**src/rtl/traffic_pkg.sv**
```systemverilog
// Encodings shared by the country-road sensor conditioner and sig_control.
package traffic_pkg;
  typedef enum logic [1:0] {RED = 2'd0, YELLOW = 2'd1, GREEN = 2'd2} light_t;
  typedef enum logic [1:0] {IDLE = 2'd0, PENDING = 2'd1, SERVING = 2'd2, HOLD = 2'd3} req_state_t;
endpackage

```
**src/rtl/sensor_debounce.sv**
```systemverilog
// Synchroniser chain plus consecutive-sample debounce for the loop detector.
module sensor_debounce #(
  parameter int SYNC_STAGES     = 2,
  parameter int DEBOUNCE_CYCLES = 4
) (
  input  logic clock,
  input  logic clear,
  input  logic sensor_raw,
  output logic sensor_stable,
  output logic rise
);
  localparam int CW = $clog2(DEBOUNCE_CYCLES + 1);

  logic [SYNC_STAGES-1:0] sync_q;
  logic [CW-1:0]          cnt;
  logic                   sync, flip;

  assign sync = sync_q[SYNC_STAGES-1];
  assign flip = (sync != sensor_stable) && (cnt == CW'(DEBOUNCE_CYCLES - 1));
  // Asserted the cycle before sensor_stable goes 0->1, so the arrival count lands on that same edge.
  assign rise = flip & ~sensor_stable;

  always_ff @(posedge clock or posedge clear) begin
    if (clear) begin
      sync_q        <= '0;
      cnt           <= '0;
      sensor_stable <= 1'b0;
    end else begin
      sync_q <= {sync_q[SYNC_STAGES-2:0], sensor_raw};
      if (sync == sensor_stable) begin
        cnt <= '0;
      end else if (flip) begin
        cnt           <= '0;
        sensor_stable <= ~sensor_stable;
      end else begin
        cnt <= cnt + 1'b1;
      end
    end
  end
endmodule

```
**src/rtl/country_sensor_conditioner.sv**
```systemverilog
// Turns the raw country-road detector into the latched car-present request x,
// with a saturating arrival count for diagnostics.
module country_sensor_conditioner
  import traffic_pkg::*;
#(
  parameter int SYNC_STAGES     = 2,
  parameter int DEBOUNCE_CYCLES = 4,
  parameter int HOLD_CYCLES     = 8,
  parameter int COUNT_W         = 8
) (
  input  logic               clock,
  input  logic               clear,
  input  logic               sensor_raw,
  input  logic [1:0]         cntry,
  output logic               x,
  output logic               sensor_stable,
  output logic [COUNT_W-1:0] car_count
);
  localparam int HW = $clog2(HOLD_CYCLES + 1);

  req_state_t    state;
  logic [HW-1:0] hold_cnt;
  logic          rise, stable_d, arrival, green;

  sensor_debounce #(
    .SYNC_STAGES    (SYNC_STAGES),
    .DEBOUNCE_CYCLES(DEBOUNCE_CYCLES)
  ) u_deb (
    .clock        (clock),
    .clear        (clear),
    .sensor_raw   (sensor_raw),
    .sensor_stable(sensor_stable),
    .rise         (rise)
  );

  assign arrival = sensor_stable & ~stable_d;
  assign green   = (cntry == GREEN);

  always_ff @(posedge clock or posedge clear) begin
    if (clear) begin
      stable_d  <= 1'b0;
      car_count <= '0;
    end else begin
      stable_d <= sensor_stable;
      if (rise && !(&car_count)) car_count <= car_count + 1'b1;
    end
  end

  // x is set on leaving IDLE and cleared only on re-entering IDLE.
  always_ff @(posedge clock or posedge clear) begin
    if (clear) begin
      state    <= IDLE;
      hold_cnt <= '0;
      x        <= 1'b0;
    end else begin
      case (state)
        IDLE: if (arrival) begin
          state <= PENDING;
          x     <= 1'b1;
        end
        PENDING: if (green) begin
          x <= 1'b1;
          if (sensor_stable) begin
            state <= SERVING;
          end else begin
            state    <= HOLD;
            hold_cnt <= HW'(HOLD_CYCLES);
          end
        end
        SERVING: begin
          if (!green) begin
            state <= PENDING;
          end else if (!sensor_stable) begin
            state    <= HOLD;
            hold_cnt <= HW'(HOLD_CYCLES);
          end
        end
        HOLD: begin
          if (!green) begin
            state <= PENDING;
          end else if (arrival) begin
            state <= SERVING;
          end else if (hold_cnt == HW'(1)) begin
            state    <= IDLE;
            hold_cnt <= '0;
            x        <= 1'b0;
          end else begin
            hold_cnt <= hold_cnt - 1'b1;
          end
        end
        default: begin
          state <= IDLE;
          x     <= 1'b0;
        end
      endcase
    end
  end
endmodule

```
**config.mk**
```make
export PLATFORM = sky130hd
export DESIGN_NAME = country_sensor_conditioner
export DESIGN_NICKNAME = d
export VERILOG_FILES = /design/src/rtl/traffic_pkg.sv /design/src/rtl/sensor_debounce.sv /design/src/rtl/country_sensor_conditioner.sv
export SDC_FILE = /design/constraint.sdc
export NUM_CORES = 1
export LEC_CHECK = 0
export CAP_MARGIN = 10
export CELL_PAD_IN_SITES_DETAIL_PLACEMENT = 1
export CELL_PAD_IN_SITES_GLOBAL_PLACEMENT = 2
export CORE_MARGIN = 2
export CORE_UTILIZATION = 27
export CTS_CLUSTER_SIZE = 12
export DETAILED_ROUTE_END_ITERATION = 8
export GPL_ROUTABILITY_DRIVEN = 0
export MAX_ROUTING_LAYER = met4
export PLACE_DENSITY_LB_ADDON = 0.2
export SLEW_MARGIN = 10
export SYNTH_ARGS = -nofsm -noshare
export SYNTH_HDL_FRONTEND = slang
export SYNTH_SLANG_ARGS = --single-unit
```
**constraint.sdc**
```tcl
create_clock -name clock -period 1.7 [get_ports clock]
set_input_delay 0.255 -clock clock [delete_from_list [all_inputs] [get_ports clock]]
set_output_delay 0.255 -clock clock [all_outputs]
set_load 0.02 [all_outputs]
```
==> run metrics <==
status finished, final reports clean; vias post-DR 869; initial antenna violation count 0; largest net degree at the start of global routing 23; setup TNS 0 ns; worst r2r src hold_cnt[1]$_DFFE_PP0P_; main combinational cell family by area after synthesis simple AND/OR/NAND/NOR gates; Top delay family on crit path simple AND/OR/NAND/NOR gates; sequential-to-total area share from yosys stat a little under half; syn_nets around 120; max cap viols 0; ANT nets after route 0; standard-cell rows 24; CP Data Required Time between 1.5 and 2 ns; Post-Synth XOR/XNOR Area 5.89%; Final Skew approximately 0.0080 ns; Mapped Avg Cell Area about 11 um^2; Slew @ Worst Pin around 0.40 ns; Final nets 144; H-tree levels 1; die width 70.4 um; Reg2Reg Depth 6; CTS root buffer clkbuf_8; CP Class flop to flop; Netlist Area Pre-Place about 0.0012 mm^2; DP Cell Count approximately 180; crit-path cells inv_2, ha_4, or3b_4, a32oi_1, o21ai_1, mux2i_1; die height 70.4 um; PD cells 1540 mW/mm^2; antenna cells 0; Post-Synth Simple-Gate Area between 10% and 20%; Synth cell types 36; Sequential Area 554 um^2; # fillers 479; dominant synthesized flop cell dfrtp_1; Num CTS Buffers 3; reg2reg end state[0]$_DFFE_PP0P_; Initial Utilization 27.7%; crit end category flop; LEAKAGE 0.695 nW; Peak Freq roughly 620 MHz; ratio of cells with drive above 1 in the final layout between 10% and 20%; Routed Wire Length between 2 and 3 mm; Crit path buffers/inverters 1; grt total ovfl 0; clk slew on worst S/H paths 0.09 ns; RSZ-0062 raised after global routing no; Multi-input gate area about 630 um^2; Clock Path Buffers 2; Hold Buf Count CTS 0; most frequent cell after synthesis dfrtp_1; #FFs+latches synth 22; die area around 0.0049 mm^2; asr flop ratio synth 100%; routed len/inst roughly 14 um; Post-Synth Adder-Cell Area a little over a tenth; crit start category flop; area grow syn2layout 28.0%; total number of yosys warnings 0; Clock Latency Late Sink 0.27 ns; Final Hold Fails 0; final hold slack 0.334 ns; vias in the first global route roughly 1,000; HPWL after DPL around 1.8 mm; Top Ports 15; Critical Path AT ~1.8 ns; reg2reg setup slack just over 0.08 ns; Compound-Gate Fraction of Synth Area between 10% and 20%; top-area cell type share of the netlist area between 40% and 50%; Syn Inst Count between 100 and 150; Slew headroom 72.5%; final setup fails 0; Pre-antenna DRT Iters 3; post-synthesis mux area share ~3.6%; largest cells by area after synthesis dfrtp_1 46%, ha_1 11%, xnor2_1 2.9%; Sink Count 22; DRT iter0 DRCs 28; VDD IR max about 0.53 mV; Final Slew Violations 0; CP max stage cell or3b_4; Post-Layout Cell Count 180; core box area 0.00429 mm^2; final cycle utilization of the critical path a little over nine tenths; Crit path largest cell delay roughly 0.41 ns; first-pass GRT wire length approximately 4.6 mm; CTS tree done; Hold Path Class primary input to async pin; number of flops mapped to enable cells by yosys 0; drt drc 0; Critical Path Fanout Max 5; Final min period 1.62 ns; GRT Util Overall 12.1%; via/cell ratio 4.83; Post-synth top cells 22 x dfrtp_1, 10 x ha_1, 7 x inv_1; port bufs 14; area leader, netlist dfrtp_1
where the power goes:
part / total (mW) / internal, mW / switching, mW
Combinational: 1.09 / 0.556 / 0.536
Clock: 0.392 / 0.207 / 0.185
Sequential: 0.856 / 0.680 / 0.176
Total: 2.34 / 1.44 / 0.897
area by class of cell:
type | count | area share [%]
timing repair buffer | 20 | 12.5
inverter | 7 | 1.73
tap | 52 | 4.28
multi-input combinational | 75 | 41.4
sequential | 22 | 36.4
clock buffer | 4 | 3.62
cell families (layout without fill, tap and decap cells):
logic type,Yosys count,after routing
and+or+nand+nor,35,35
DFF,22,22
AOI/OAI and AO/OA,18,18
muxes,4,4
xor gates and xnor gates,8,8
adders and majority gates,10,10
buffers and inverters,9,31
worst max path at each step:
stage	start	endpoint	slack [ns]	depth (start not counted)
after floorplan	hold_cnt[1]$_DFFE_PP0P_	state[1]$_DFFE_PP0P_	0.15	6
after global placement	cntry[0]	hold_cnt[0]$_DFFE_PP0P_	0.04	5
after detailed placement	cntry[0]	hold_cnt[2]$_DFFE_PP0P_	0.01	5
after CTS	hold_cnt[1]$_DFFE_PP0P_	state[1]$_DFFE_PP0P_	0.02	6
after global routing	state[1]$_DFFE_PP0P_	hold_cnt[0]$_DFFE_PP0P_	0.009	6
final	hold_cnt[1]$_DFFE_PP0P_	state[0]$_DFFE_PP0P_	0.08	6
state kept, by name, summed over array words and instances, names as in the netlist:
name and cells:
car_count 8, hold_cnt 4, stable_d 1, state 2, u_deb.cnt 3, u_deb.sensor_stable 1, u_deb.sync_q 2, x 1
stage by stage:
step	util (%)	area [um^2]	total power [mW]	setup WS (ns)
after floorplan	-	1190	1.53	0.149
after global placement	33.1	1420	1.87	0.0381
after detailed placement	33.1	1420	1.90	0.0146
after CTS	34.4	1480	2.30	0.0179
after global routing	35.4	1520	2.55	0.00934
final	35.4	1520	2.34	0.0827
metal layers:
| metal | track usage (%) | part of all wire, % | vias up |
|---|---|---|---|
| met5 | - | 0 | - |
| met1 | 16.0 | 50 | 430 |
| li1 | - | - | 418 |
| met3 | 2.31 | 2.6 | 4 |
| met2 | 18.6 | 46 | 17 |
| met4 | 4.49 | 1.5 | 0 |
worst min-delay path: cells and delay by family:
family | cells | cell delay [ns]
buffers and inverters | 3 | 0.75
repair_timing:
action / CTS / global route
resized for setup: 1 / 12
setup endpoints to repair: 1 / 9
buffers inserted: 0 / 1
pin swaps: 0 / 3
placed cells by master (no fill, tap or decap), types with 2 or more instances in the layout:
| cell | n |
|---|---|
| nor2_1 | 5 |
| inv_1 | 6 |
| nand2b_1 | 3 |
| clkdlybuf4s50_1 | 12 |
| xnor2_1 | 4 |
| nand3_1 | 2 |
| nor2b_1 | 3 |
| dfrtp_1 | 19 |
| and2_1 | 2 |
| o2bb2ai_1 | 2 |
| nand2_1 | 5 |
| nand4_1 | 2 |
| and3b_1 | 2 |
| clkbuf_8 | 4 |
| dfrtp_2 | 3 |
| dlymetal6s2s_1 | 2 |
| xor2_1 | 4 |
| nand3b_1 | 2 |
| mux2_2 | 2 |
| buf_4 | 6 |
| nor3b_1 | 2 |
| o211ai_1 | 3 |
| ha_1 | 9 |
| o21ai_1 | 4 |
| mux2i_1 | 2 |
Note: power is estimated with default switching activity, not from simulation.
